$ cat config.mk
export PLATFORM = sky130hd
export DESIGN_NAME = apu_regop_queue
export DESIGN_NICKNAME = d
export VERILOG_FILES = /design/src/rtl/apu_regop_queue.sv
export SDC_FILE = /design/constraint.sdc
export NUM_CORES = 1
export LEC_CHECK = 0
export CAP_MARGIN = 10
export CORE_MARGIN = 2
export CORE_UTILIZATION = 30
export DETAILED_ROUTE_END_ITERATION = 16
export PLACE_DENSITY_LB_ADDON = 0.25
export SYNTH_ARGS = -nofsm -noshare
export SYNTH_HDL_FRONTEND = slang
export SYNTH_SLANG_ARGS = --single-unit
$ cat constraint.sdc
create_clock -name CLK -period 2.4 [get_ports CLK]
set_clock_uncertainty 0.2 [all_clocks]
set_input_delay 0.48 -clock CLK [delete_from_list [all_inputs] [get_ports CLK]]
set_output_delay 0.48 -clock CLK [all_outputs]
set_load 0.01 [all_outputs]
$ cat src/rtl/apu_regop_queue.sv
// Buffers decoded APU register writes ($4000-$4017) and releases them in order,
// one per APU-clock enable slot, as a registered first-word-fall-through FIFO.
module apu_regop_queue #(
    parameter int DEPTH  = 4,
    parameter int IDX_W  = 5,
    parameter int DATA_W = 8
) (
    input  logic                     CLK,
    input  logic                     n_RES,
    input  logic                     ACLK_EN,
    input  logic                     wr_strobe,
    input  logic [IDX_W-1:0]         wr_idx,
    input  logic [DATA_W-1:0]        wr_data,
    output logic                     out_valid,
    input  logic                     out_ready,
    output logic [IDX_W-1:0]         out_idx,
    output logic [DATA_W-1:0]        out_data,
    output logic [$clog2(DEPTH):0]   count,
    output logic                     full,
    output logic                     empty,
    output logic                     ovf,
    output logic                     bad_idx,
    input  logic                     clr_ovf
);
    localparam int PW = $clog2(DEPTH);
    localparam int CW = PW + 1;

    logic [IDX_W-1:0]  idx_mem  [DEPTH];
    logic [DATA_W-1:0] data_mem [DEPTH];
    logic [PW-1:0]     rd_ptr, wr_ptr;
    logic              idx_ok, deq, accept, drop;

    // Highest legal register is $4017 (index 23); $4014/$4016 pass through untouched.
    assign idx_ok = (32'(wr_idx) <= 32'd23);
    assign full   = (count == CW'(DEPTH));
    assign empty  = (count == '0);
    assign deq    = out_valid & out_ready & ACLK_EN;
    assign accept = wr_strobe & idx_ok & (~full | deq);
    assign drop   = wr_strobe & idx_ok & full & ~deq;

    assign out_valid = ~empty;
    // Head is read from registered storage only, so wr_* never reach out_* combinationally.
    assign out_idx   = empty ? '0 : idx_mem[rd_ptr];
    assign out_data  = empty ? '0 : data_mem[rd_ptr];

    always_ff @(posedge CLK) begin
        if (accept) begin
            idx_mem[wr_ptr]  <= wr_idx;
            data_mem[wr_ptr] <= wr_data;
        end
    end

    always_ff @(posedge CLK or negedge n_RES) begin
        if (!n_RES) begin
            rd_ptr  <= '0;
            wr_ptr  <= '0;
            count   <= '0;
            ovf     <= 1'b0;
            bad_idx <= 1'b0;
        end else begin
            if (accept) wr_ptr <= wr_ptr + 1'b1;
            if (deq)    rd_ptr <= rd_ptr + 1'b1;
            case ({accept, deq})
                2'b10:   count <= count + 1'b1;
                2'b01:   count <= count - 1'b1;
                default: count <= count;
            endcase
            // A new overflow beats a simultaneous clear.
            if (drop)         ovf <= 1'b1;
            else if (clr_ovf) ovf <= 1'b0;
            bad_idx <= wr_strobe & ~idx_ok;
        end
    end
endmodule

# Yosys cells after proc, flatten, opt, wreduce, memory -nomap -nowiden
# Memories as Yosys holds them, arrays and structs flattened.
# Index checks and enable logic that the tools add are counted.
totals:
  romBits: 0
  regBits: 9
  out_inout_bits: 21
  mem_bits_rw: 52
  latch_bits: 0
  in_bits: 19
  mem_count: 2
  wordCells: 37
mem_list:
  columns: ["memory", "depth", "width", "read_ports", "rd_ports_with_merged_regs", "write_ports", "line", "text"]
  rows:
  - ["data_mem", 4, 8, 1, 0, 1, "29", "logic [DATA_W-1:0] data_mem [DEPTH];"]
  - ["idx_mem", 4, 5, 1, 0, 1, "28", "logic [IDX_W-1:0] idx_mem [DEPTH];"]
op_classes:
  n_shift: 0
  order_cmp: 1
  eq_ne: 3
  n_addsub: 4
  bitwise: 12
  multipliers: 0
  div_mod_pow: 0
  n_reduce_logical: 3
  n_mux: 7
op_table:
  columns: ["operator", "n"]
  rows:
  - ["two-way mux 8 bit", 1]
  - ["bitwise AND 1 bit", 7]
  - ["one-hot mux 3 bit (2 select lines)", 1]
  - ["<= comparator 5 bit, second input constant", 1]
  - ["two-way mux 5 bit", 1]
  - ["adder 2 x 1 -> 2 bit, second input constant", 2]
  - ["two-way mux 1 bit", 4]
  - ["NOT 1 bit", 4]
  - ["nonzero test 2 bit", 2]
  - ["adder 3 x 1 -> 3 bit, second input constant", 1]
  - ["== test 3 bit, second input constant", 1]
  - ["zero test 3 bit", 1]
  - ["subtractor 3 x 1 -> 3 bit, second input constant", 1]
  - ["== test 2 x 1 -> 1 bit, second input constant", 1]
  - ["== test 2 bit, second input constant", 1]
  - ["bitwise OR 1 bit", 1]

# Longest topological paths before layout
# Gate-level depths: netlist of run 1.
logic_depth:
  depth_word: 8
  ltp_mapped: 7

# Worst setup path before layout of run 1
# No wires, ideal clock.
synth_path:
  path_type: "register to register"
  from: "register count[2]"
  to: "register count[1]"
  t_arrival_ns: 1.848
  period_less_slack_ns: 2.135
  path_slack_ns: 0.265
  stages_incl_launch_ff: 8
  t_required_ns: 2.113
  n_path_buf: 0
  cell_sequence: "dfrtp_1 > nor3_1 > nor2_1 > nand2_1 > fa_1 > a21oi_1 > o221ai_1 > a22oi_1"
synth_via:
  elab_chain_len: 8
synth_lines:
  columns: ["item", "line", "text"]
  rows:
  - ["start, declared", "18", "output logic [$clog2(DEPTH):0] count,"]
  - ["start signal, assigned", "64", "2'b10: count <= count + 1'b1;"]
  - ["start signal, assigned", "65", "2'b01: count <= count - 1'b1;"]
  - ["start signal, assigned", "66", "default: count <= count;"]
  - ["zero test 3 bit", "36", "assign empty = (count == '0);"]
  - ["NOT 1 bit", "41", "assign out_valid = ~empty;"]
  - ["bitwise AND 1 bit (2 in series)", "37", "assign deq = out_valid & out_ready & ACLK_EN;"]
  - ["bitwise OR 1 bit", "38", "assign accept = wr_strobe & idx_ok & (~full | deq);"]
  - ["bitwise AND 1 bit", "38", null]
  - ["== test 2 x 1 -> 1 bit or == test 2 bit (tied branches)", "63", "case ({accept, deq})"]
  - ["one-hot mux 3 bit (2 select lines) or nonzero test 2 bit (tied branches)", null, null]
# Several ways; a longest one is shown, not always the timed one.
# A chain may end at the register's enable or synchronous reset.

# Final worst setup path of run 1
layout_path:
  from: "register rd_ptr[0]"
  to: "output port out_idx[0]"
layout_via:
  elab_chain_len: 2
layout_lines:
  columns: ["item", "line", "text"]
  rows:
  - ["start, declared", "30", "logic [PW-1:0] rd_ptr, wr_ptr;"]
  - ["start signal, assigned", "62", "if (deq) rd_ptr <= rd_ptr + 1'b1;"]
  - ["memory (4 x 5 bit)", null, null]
  - ["two-way mux 5 bit", "43", "assign out_idx = empty ? '0 : idx_mem[rd_ptr];"]
  - ["end, declared", "16", "output logic [IDX_W-1:0] out_idx,"]
# Every way passes these cells.

==> implementation parameters, run 1 <==
Parameter                              Value

Flow run
  Max-cap violations    0

Setup path
  Category of the critical setup timing path    register to output port
  Crit path DAT    1.71 ns
  Required @ worst endpoint    1.72 ns
  Start point of the critical path    rd_ptr[0]
  Reg2Reg Launch Point    count[0]
  Type of origin of the critical path    register
  Type of element capturing the critical path    output port
  Largest fanout on the critical path    6

Clock network
  Clock network latency to the later pin of the worst-skew pair    around 0.33 ns
  H-Tree Depth    3
  Clock Tree Buf Depth    2
  Number of buffers added by the clock tree synthesis step    9
  # clock sinks    roughly 60
  Clock input transition at the sequential cells of the worst setup and hold paths    ~0.07 ns
  CTS tree    built
  Root buffer cell    sky130_fd_sc_hd__clkbuf_8

Synth
  Portion of synthesized cell area occupied by the leading cell type    approximately three fifths
  Sequential area share after synthesis    between 60% and 70%
  Number of synthesis warnings    0
  Post-synthesis async set-or-reset flop share    between 10% and 20%
  Post-synth net total    roughly 160
  Synthesized instance count    between 100 and 150
  Number of flops mapped to enable cells by yosys    52
  Number of different library cells in the post-synthesis netlist    35
  Register bit total from synthesis    between 60 and 70
  Commonest register cell after synthesis    sky130_fd_sc_hd__edfxtp_1
  Top cells by area, synth    sky130_fd_sc_hd__edfxtp_1 60%, sky130_fd_sc_hd__dfrtp_1 8.7%, sky130_fd_sc_hd__mux4_2 6.9%
  Mean cell area of the mapped netlist    ~19 um2
  Area of the mapped netlist    approximately 2600 um2
  Yosys top cell by area    sky130_fd_sc_hd__edfxtp_1

Floorplan
  Number of top-level design ports    40
  Horiz. Die Dim    roughly 97 um
  Die area    between 9000 and 10000 um2
  Std cell rows    33
  Starting Density    between 30% and 40%
  Die height    between 90 and 100 um
  Core area    8300 um2

GRT
  Total GRT Usage    between 10% and 20%
  First-pass GRT wire length    8170 um
  Met1 track demand over resource    14.8%
  Largest net degree at the start of global routing    14
  Global-route track usage on met2    ~18%
  Met3 usage in global routing    under 10%
  Antenna violations before repair    0
  Most heavily used metal layer in global routing    met2
  Via count of the first global-routing pass    1561
  Total overflow reported by the global router    0

Final layout
  Area growth, synth to finish    34.4%
  Filler Cells Inserted    approximately 770
  Finished Core Util    42.0%
  Number of nets in the layout    roughly 240
  Share of final-layout standard cells stronger than drive strength 1    ~36%
  Most frequent cells in the layout    52 x sky130_fd_sc_hd__edfxtp_1, 23 x sky130_fd_sc_hd__clkdlybuf4s50_1, 23 x sky130_fd_sc_hd__buf_4
  Number of antenna cells inserted    0
  Most common library cell in the layout ignoring fill and taps    sky130_fd_sc_hd__edfxtp_1

Placed design
  DP Wirelength    3280 um
  Final weighted congestion in routability-driven placement    around 0.74
  Input/output buffers    39

Outcome
  Status    completed

STA
  Portion of the clock cycle consumed by the worst path in the final layout    between 90% and 100%
  Maximum frequency from static timing analysis    ~0.42 GHz
  Worst relative slew slack    between 60 and 70%
  Setup violators final    0
  Final hold vios    0
  Number of pins exceeding their max-slew limit in the final report    0
  Transition time at the pin with the least slew margin    0.458 ns
  Final period demand of the worst path    between 2 and 2.5 ns
  RSZ-0062 raised after global routing    yes

Detailed routing
  Final routed DRC violation total    0
  Count of vias placed by the detailed router    1462
  WL final    a little under 5000 um
  Post-DR vias/cell    roughly 4.5
  Detailed-route wire length per cell    approximately 15 um
  Number of DRC violations after detailed-routing iteration 0    36
  Number of nets with antenna violations after routing    0
  Number of iterations in the first detailed-routing pass    4

Power and ir drop
  PnR Total Power    0.00401 W
  Max IR drop VDD    between 0.3 and 0.4 mV
  Power per Cell Area    about 1100 nW/um2
  Reported leakage power    around 1.3 nW

Worst hold path
  Classification of the worst-slack hold path    input port to asynchronous set/reset pin
==> repair_timing <==
| action | CTS | global route |
|---|---|---|
| hold buffers | 0 | 0 |
| endpoints found under the setup margin | 16 | 13 |
| cloned | 1 | 0 |
| setup buffers | 6 | 0 |
| gates resized for setup | 66 | 7 |
| pin swaps | 1 | 0 |
==> cells by family (layout without fill, tap and decap cells) <==
| kind of cell | after synthesis | in the layout | synth area share, % |
|---|---|---|---|
| AND/OR/NAND/NOR | 34 | 34 | 7.86 |
| XOR/XNOR | 5 | 5 | 1.69 |
| adder cells (fa/ha/maj) | 5 | 5 | 2.70 |
| flip-flops | 61 | 61 | 68.9 |
| AO/OA/AOI/OAI | 9 | 9 | 3.18 |
| buffers and inverters | 11 | 90 | 2.89 |
| multiplexers | 15 | 15 | 12.8 |
==> final cells by class <==
| cell class | instances | area, um2 | area share [%] |
|---|---|---|---|
| Sequential cell | 61 | 1790 | 51.2 |
| Multi-Input combinational cell | 68 | 742 | 21.3 |
| Timing Repair Buffer | 69 | 627 | 18.0 |
| Tap cell | 105 | 131 | 3.77 |
| Clock buffer | 9 | 124 | 3.55 |
| Clock inverter | 6 | 55.1 | 1.58 |
| Inverter | 6 | 22.5 | 0.646 |
==> cell usage after synthesis, types with 3 or more instances <==
cell and count:
sky130_fd_sc_hd__and2_1 4, sky130_fd_sc_hd__and2b_1 5, sky130_fd_sc_hd__dfrtp_1 9, sky130_fd_sc_hd__edfxtp_1 52
sky130_fd_sc_hd__ha_1 4, sky130_fd_sc_hd__inv_1 6, sky130_fd_sc_hd__mux4_1 5, sky130_fd_sc_hd__mux4_2 8
sky130_fd_sc_hd__nand2_1 5, sky130_fd_sc_hd__nand3_1 3, sky130_fd_sc_hd__nor2_1 3, sky130_fd_sc_hd__nor2b_1 7
sky130_fd_sc_hd__xnor2_1 4
==> state kept, by name, summed over array words and instances (netlist names) <==
register / count
bad_idx: 1
data_mem: 32
count: 3
rd_ptr: 2
wr_ptr: 2
idx_mem: 20
ovf: 1
==> worst max-delay path, cell delays in order (launching register included) <==
cell                      delay, ns
sky130_fd_sc_hd__dfrtp_1       0.41
sky130_fd_sc_hd__buf_6         0.17
sky130_fd_sc_hd__mux4_2        0.50
sky130_fd_sc_hd__and2b_1       0.16
sky130_fd_sc_hd__buf_2         0.13
==> per-stage QoR <==
| stage | hold WS, ns | TNS, ns | instances | cell area [um2] | worst slack (ns) |
|---|---|---|---|---|---|
| finish | 0.260 | 0 | 324 | 3490 | 0.00618 |
| detailed placement | 0.289 | -0.140 | 305 | 3330 | -0.0576 |
| floorplan | -0.0156 | 0 | 140 | 2590 | 0.265 |
| CTS | 0.265 | -0.555 | 327 | 3510 | -0.0720 |
| global placement | 0.286 | -0.0865 | 305 | 3330 | -0.0383 |
| global route | 0.286 | -0.627 | 324 | 3490 | -0.0975 |
==> path summary, 6_finish.rpt <==
| kind | slack [ns] | end | cells past startpoint |
|---|---|---|---|
| setup reg to reg | 0.42 | count[1] | 8 |
| setup / recovery | 0.006 | out_idx[0] | 4 |
| max in group asynchronous | 1.43 | rd_ptr[1] | 1 |
| min in group CLK | 0.30 | ovf | 1 |
| hold reg to reg | 0.30 | ovf | 1 |
| hold / removal | 0.26 | ovf | 1 |
==> routing by layer <==
layer / up-vias / share of wire, % / routed length [um]
met2: 44 / 47 / 2350
met1: 730 / 45 / 2220
met4: 0 / 1.6 / 80
met3: 5 / 6.0 / 296
met5: - / 0 / 0
li1: 683 / - / -
==> power breakdown <==
| group | internal, W | leakage, nW | switching (W) |
|---|---|---|---|
| sequential | 0.00137 | 0.584 | 0.0000759 |
| combinational | 0.000969 | 0.637 | 0.000760 |
| clock | 0.000462 | 0.0899 | 0.000373 |
(Power assumes the default switching activity.)
==> run 2: changes to the inputs <==
--- a/config.mk
+++ b/config.mk
@@ -7,9 +7,10 @@
 export LEC_CHECK = 0
 export CAP_MARGIN = 10
 export CORE_MARGIN = 2
-export CORE_UTILIZATION = 30
+export CORE_UTILIZATION = 53
 export DETAILED_ROUTE_END_ITERATION = 16
 export PLACE_DENSITY_LB_ADDON = 0.25
+export SLEW_MARGIN = 30
 export SYNTH_ARGS = -nofsm -noshare
 export SYNTH_HDL_FRONTEND = slang
 export SYNTH_SLANG_ARGS = --single-unit
==> run 2 against run 1 <==
Worst hold slack worse by 0.0078 ns. Count of clock-buffer cells in the layout did not move. Wire length is 1.8% lower. Cell count fell by 14%. First-iteration DRC count grew to 3.1 times the previous value. Non-clock buffer count decreased by 9. Setup slack better by 0.024 ns. Critical path depth unchanged. Clock power grew 16%. Design area down 2.4%. Die area shrank 42%. Critical endpoint is now out_data[7]. Largest cell class unchanged. Highest routed layer unchanged.
==> implementation parameters, run 2 (synthesis gave the netlist of run 1 again) <==
Parameter                              Value

Final layout
  Number of nets in the layout    230
  Share of final-layout standard cells stronger than drive strength 1    34.6%
  Largest registers    data_mem x32, idx_mem x20, count x3
  Most frequent cells in the layout    52 x sky130_fd_sc_hd__edfxtp_1, 25 x sky130_fd_sc_hd__clkdlybuf4s50_1, 13 x sky130_fd_sc_hd__mux4_2, 13 x sky130_fd_sc_hd__buf_4, 12 x sky130_fd_sc_hd__buf_2
  Area growth, synth to finish    31.2%
  Most common library cell in the layout ignoring fill and taps    sky130_fd_sc_hd__edfxtp_1
  Number of antenna cells inserted    0
  Largest register FFs    32
  Top reg by flops    data_mem
  Finished Core Util    between 70% and 80%

GRT
  Via count of the first global-routing pass    around 1500
  Met3 usage in global routing    slightly below 7%
  Met1 track demand over resource    roughly a quarter
  Global-route track usage on met2    30.9%
  Total overflow reported by the global router    0
  Largest net degree at the start of global routing    14
  Antenna violations before repair    0
  Most heavily used metal layer in global routing    met2
  Total GRT Usage    around a fifth
  First-pass GRT wire length    approximately 7600 um

Setup path
  Worst reg2reg path endpoint    count[1]
  Largest fanout on the critical path    5
  Type of origin of the critical path    register
  FF-to-FF setup slack    ~0.19 ns
  Category of the critical setup timing path    register to output port
  Required @ worst endpoint    about 1.7 ns
  Reg2Reg Launch Point    count[2]
  Number of cells on the worst reg-to-reg path    9
  Crit path DAT    between 1.5 and 2 ns
  Type of element capturing the critical path    output port

STA
  Post-Route Setup TNS    0 ns
  Number of pins exceeding their max-slew limit in the final report    0
  RSZ-0062 raised after global routing    yes
  Transition time at the pin with the least slew margin    0.496 ns
  Min Hold Slack    around 0.25 ns
  Portion of the clock cycle consumed by the worst path in the final layout    98.7%
  Final period demand of the worst path    around 2.4 ns
  Final hold vios    0
  Setup violators final    0
  Maximum frequency from static timing analysis    between 0.4 and 0.5 GHz
  Worst relative slew slack    about two thirds

Placed design
  DP Wirelength    slightly above 3000 um
  Input/output buffers    39
  Final weighted congestion in routability-driven placement    0.708

Clock network
  Root buffer cell    sky130_fd_sc_hd__clkbuf_8
  CTS tree    built
  Clock Tree Buf Depth    2
  # clock sinks    61
  Clock input transition at the sequential cells of the worst setup and hold paths    roughly 0.080 ns
  Clock network latency to the later pin of the worst-skew pair    0.34 ns
  H-Tree Depth    3
  Number of buffers added by the clock tree synthesis step    9

Power and ir drop
  Reported leakage power    1.28 nW
  PnR Total Power    just over 0.004 W
  Max IR drop VDD    0.667 mV
  Power per Cell Area    1200 nW/um2

Floorplan
  Std cell rows    25
  Core area    around 4700 um2
  Die area    about 5500 um2
  Die height    74.0 um
  Horiz. Die Dim    ~74 um
  Starting Density    54.9%
  Number of top-level design ports    40

Detailed routing
  Number of DRC violations after detailed-routing iteration 0    between 100 and 150
  Number of nets with antenna violations after routing    0
  WL final    a little under 5000 um
  Final routed DRC violation total    0
  Number of iterations in the first detailed-routing pass    4
  Count of vias placed by the detailed router    around 1500
  Post-DR vias/cell    around 5.3
  Detailed-route wire length per cell    between 15 and 20 um

Outcome
  Status    completed

Flow run
  Max-cap violations    0

Worst hold path
  Classification of the worst-slack hold path    input port to asynchronous set/reset pin
==> run 2: report_power, final <==
part           switching (W)  internal, W
registers           0.000103      0.00137
logic               0.000737     0.000891
clock network       0.000393     0.000578
total                0.00123      0.00284
==> run 2: through the flow <==
stage                     area, um2  cells  worst slack (ns)
after floorplan                2590    140             0.265
after global placement         3210    259           0.00140
after detailed placement       3210    259           -0.0897
after CTS                      3390    279           -0.0363
after global routing           3410    278           -0.0582
final                          3410    278            0.0300
==> run 2: layer usage <==
layer / wire length, um / vias up
li1: - / 674
met1: 2070 / 763
met2: 2450 / 39
met3: 229 / 10
met4: 100 / 0
met5: 0 / -
==> run 2: critical path: stages (launching register included) <==
cell	delay, ns
sky130_fd_sc_hd__dfrtp_1	0.41
sky130_fd_sc_hd__buf_6	0.16
sky130_fd_sc_hd__mux4_2	0.49
sky130_fd_sc_hd__and2b_1	0.16
sky130_fd_sc_hd__buf_2	0.13
==> run 2: final cells by class <==
cell class	count	area, um2
clock buffer	9	124
sequential	61	1790
clock inverter	7	90.1
timing repair buffer	60	557
multi-input combinational	68	739
fill	296	1320
tap	67	83.8
inverter	6	22.5
==> run 2: worst max path at each step <==
stage / to / cells after the start / start / slack, ns
floorplan: count[1] / 7 / count[2] / 0.27
global placement: count[2] / 7 / wr_idx[3] / 0.001
detailed placement: count[2] / 7 / wr_idx[3] / -0.09
CTS: out_data[6] / 5 / rd_ptr[0] / -0.04
global route: out_idx[2] / 4 / rd_ptr[0] / -0.06
finish: out_data[7] / 4 / rd_ptr[0] / 0.03
==> run 2: timing repair <==
action                     4_1_cts  5_1_grt
setup endpoints to repair       16       17
hold buffers                     0        0
setup buffers                    5        1
resized for setup               64       10
pin swaps                        0        0
==> run 3: changes to the inputs <==
--- a/config.mk
+++ b/config.mk
@@ -5,8 +5,7 @@
 export SDC_FILE = /design/constraint.sdc
 export NUM_CORES = 1
 export LEC_CHECK = 0
-export CAP_MARGIN = 10
-export CORE_MARGIN = 2
+export CAP_MARGIN = 0
 export CORE_UTILIZATION = 53
 export DETAILED_ROUTE_END_ITERATION = 16
 export PLACE_DENSITY_LB_ADDON = 0.25
==> run 3 against run 2 <==
Sequential power hardly changed. Largest power group unchanged. Register-to-register slack worse by 0.06 ns. Critical endpoint is now out_data[2]. The run now ends with setup timing left. Wire length is 6.0% higher. First-iteration DRC count increased by 36%.
==> implementation parameters, run 3 (synthesis gave the netlist of run 1 again) <==
Parameter                              Value

Detailed routing
  Number of DRC violations after detailed-routing iteration 0    between 150 and 200
  Detailed-route wire length per cell    about 18 um
  Number of nets with antenna violations after routing    0
  Final routed DRC violation total    0
  Post-DR vias/cell    between 5 and 6
  Number of iterations in the first detailed-routing pass    4
  Count of vias placed by the detailed router    about 1500
  WL final    about 5000 um

Floorplan
  Starting Density    54.9%
  Die area    about 5200 um2
  Core area    between 4000 and 5000 um2
  Horiz. Die Dim    a little over 70 um
  Number of top-level design ports    40
  Std cell rows    25
  Die height    72.0 um

STA
  Final period demand of the worst path    ~2.4 ns
  Post-Route Setup TNS    -0.157 ns
  Setup WS post-layout    -0.0394 ns
  Transition time at the pin with the least slew margin    0.437 ns
  Final hold vios    0
  Worst relative slew slack    a little over two thirds
  Setup violators final    6
  Maximum frequency from static timing analysis    around 0.41 GHz
  Number of pins exceeding their max-slew limit in the final report    0
  Portion of the clock cycle consumed by the worst path in the final layout    102%
  RSZ-0062 raised after global routing    yes

Setup path
  Category of the critical setup timing path    register to output port
  Type of element capturing the critical path    output port
  Required @ worst endpoint    1.72 ns
  Crit path DAT    1.76 ns
  Number of cells on the worst reg-to-reg path    9
  Largest fanout on the critical path    3
  Type of origin of the critical path    register

GRT
  First-pass GRT wire length    approximately 8000 um
  Total GRT Usage    22.6%
  Via count of the first global-routing pass    around 1600
  Antenna violations before repair    0
  Total overflow reported by the global router    0
  Largest net degree at the start of global routing    14

Final layout
  Most frequent cells in the layout    52 x sky130_fd_sc_hd__edfxtp_1, 25 x sky130_fd_sc_hd__clkdlybuf4s50_1, 17 x sky130_fd_sc_hd__buf_4
  Number of antenna cells inserted    0
  Share of final-layout standard cells stronger than drive strength 1    36.5%
  Area of combinational cells with multiple inputs    roughly 750 um2
  Largest register FFs    32
  Final std cells w/o fill    286
  Number of nets in the layout    around 240
  Filler Cells Inserted    around 300
  Area growth, synth to finish    34.6%
  Most common library cell in the layout ignoring fill and taps    sky130_fd_sc_hd__edfxtp_1
  Finished Core Util    between 70% and 80%
  Top reg by flops    data_mem
  Sequential standard cell area    about 1800 um2
  Largest registers    data_mem x32, idx_mem x20, count x3

Clock network
  Clock Tree Buf Depth    2
  CTS tree    built
  # clock sinks    between 60 and 70
  Root buffer cell    sky130_fd_sc_hd__clkbuf_8
  Clock network latency to the later pin of the worst-skew pair    around 0.34 ns
  Hold_buf cts    0
  H-Tree Depth    3
  Number of buffers added by the clock tree synthesis step    9
  Clock input transition at the sequential cells of the worst setup and hold paths    0.07 ns

Flow run
  Max-cap violations    0

Power and ir drop
  Part of the total power dissipated in combinational logic    about 45%
  Internal Power    slightly below 0.003 W
  Switching power as a share of total power    ~31%
  PnR Total Power    ~0.0042 W
  Share of total power in the clock network    between 20% and 30%
  Reported leakage power    ~1.3 nW
  Power per Cell Area    ~1200 nW/um2
  Max IR drop VDD    between 0.6 and 0.7 mV
  Power share of the sequential group    a little over a third
  Switching power summed over all nets    0.00129 W

Placed design
  Pre-CTS setup slack    -0.0979 ns
  Final weighted congestion in routability-driven placement    around 0.77
  DP Wirelength    around 3200 um
  Input/output buffers    39
  Number of placed instances, taps included    260

Outcome
  Violated checks    setup timing
  Status    finished with violations

Worst hold path
  Classification of the worst-slack hold path    input port to asynchronous set/reset pin
## run 3: routing by layer
metal	GRT usage (%)	vias to the layer above	part of all wire [%]
li1	-	683	-
met5	0	-	0
met2	36.1	59	54
met3	5.28	15	4.5
met1	28.1	752	40
met4	14.6	0	2.3
## run 3: power groups by stage
| stage | combinational (W) | sequential, W | clock, W |
|---|---|---|---|
| CTS | 0.00176 | 0.00148 | 0.000866 |
| finish | 0.00189 | 0.00147 | 0.000858 |
| global placement | 0.00165 | 0.00146 | 0 |
| global route | 0.00203 | 0.00148 | 0.000917 |
| detailed placement | 0.00170 | 0.00148 | 0 |
| floorplan | 0.000903 | 0.00148 | 0 |
## run 3: final timing paths
path / endpoint / from / slack [ns]
max: out_data[2] / rd_ptr[0] / -0.04
min: count[2] / n_RES / 0.25
max reg2reg: count[2] / count[2] / 0.13
min reg2reg: ovf / ovf / 0.32
max in group asynchronous: count[0] / n_RES / 1.42
min in group CLK: ovf / ovf / 0.32
## run 3: timing repair
action                                  in CTS  in global routing
pin swaps                                    1                  0
endpoints found under the setup margin      16                 15
cloned                                       0                  0
gates resized for setup                     70                  8
buffers inserted                             8                  3
## run 3: final cells by class
cell class | instances | share of cell area [%]
tap | 67 | 2.40
clock buffer | 11 | 3.76
multi-input combinational | 68 | 21.5
clock inverter | 5 | 1.47
timing repair buffer | 68 | 19.0
inverter | 6 | 0.645
sequential | 61 | 51.2
## run 3: critical path, cell delays in order, from the launching register on
cell and delay, ns:
sky130_fd_sc_hd__dfrtp_1 0.43, sky130_fd_sc_hd__buf_6 0.14, sky130_fd_sc_hd__buf_6 0.11, sky130_fd_sc_hd__mux4_2 0.50, sky130_fd_sc_hd__nor2b_4 0.14, sky130_fd_sc_hd__buf_6 0.11
## run 3: metrics by stage
step                      cell area, um2  hold WS (ns)
after floorplan                     2590       -0.0156
after global routing                3490         0.273
after global placement              3230         0.275
after detailed placement            3230         0.314
after CTS                           3440         0.261
final                               3490         0.250
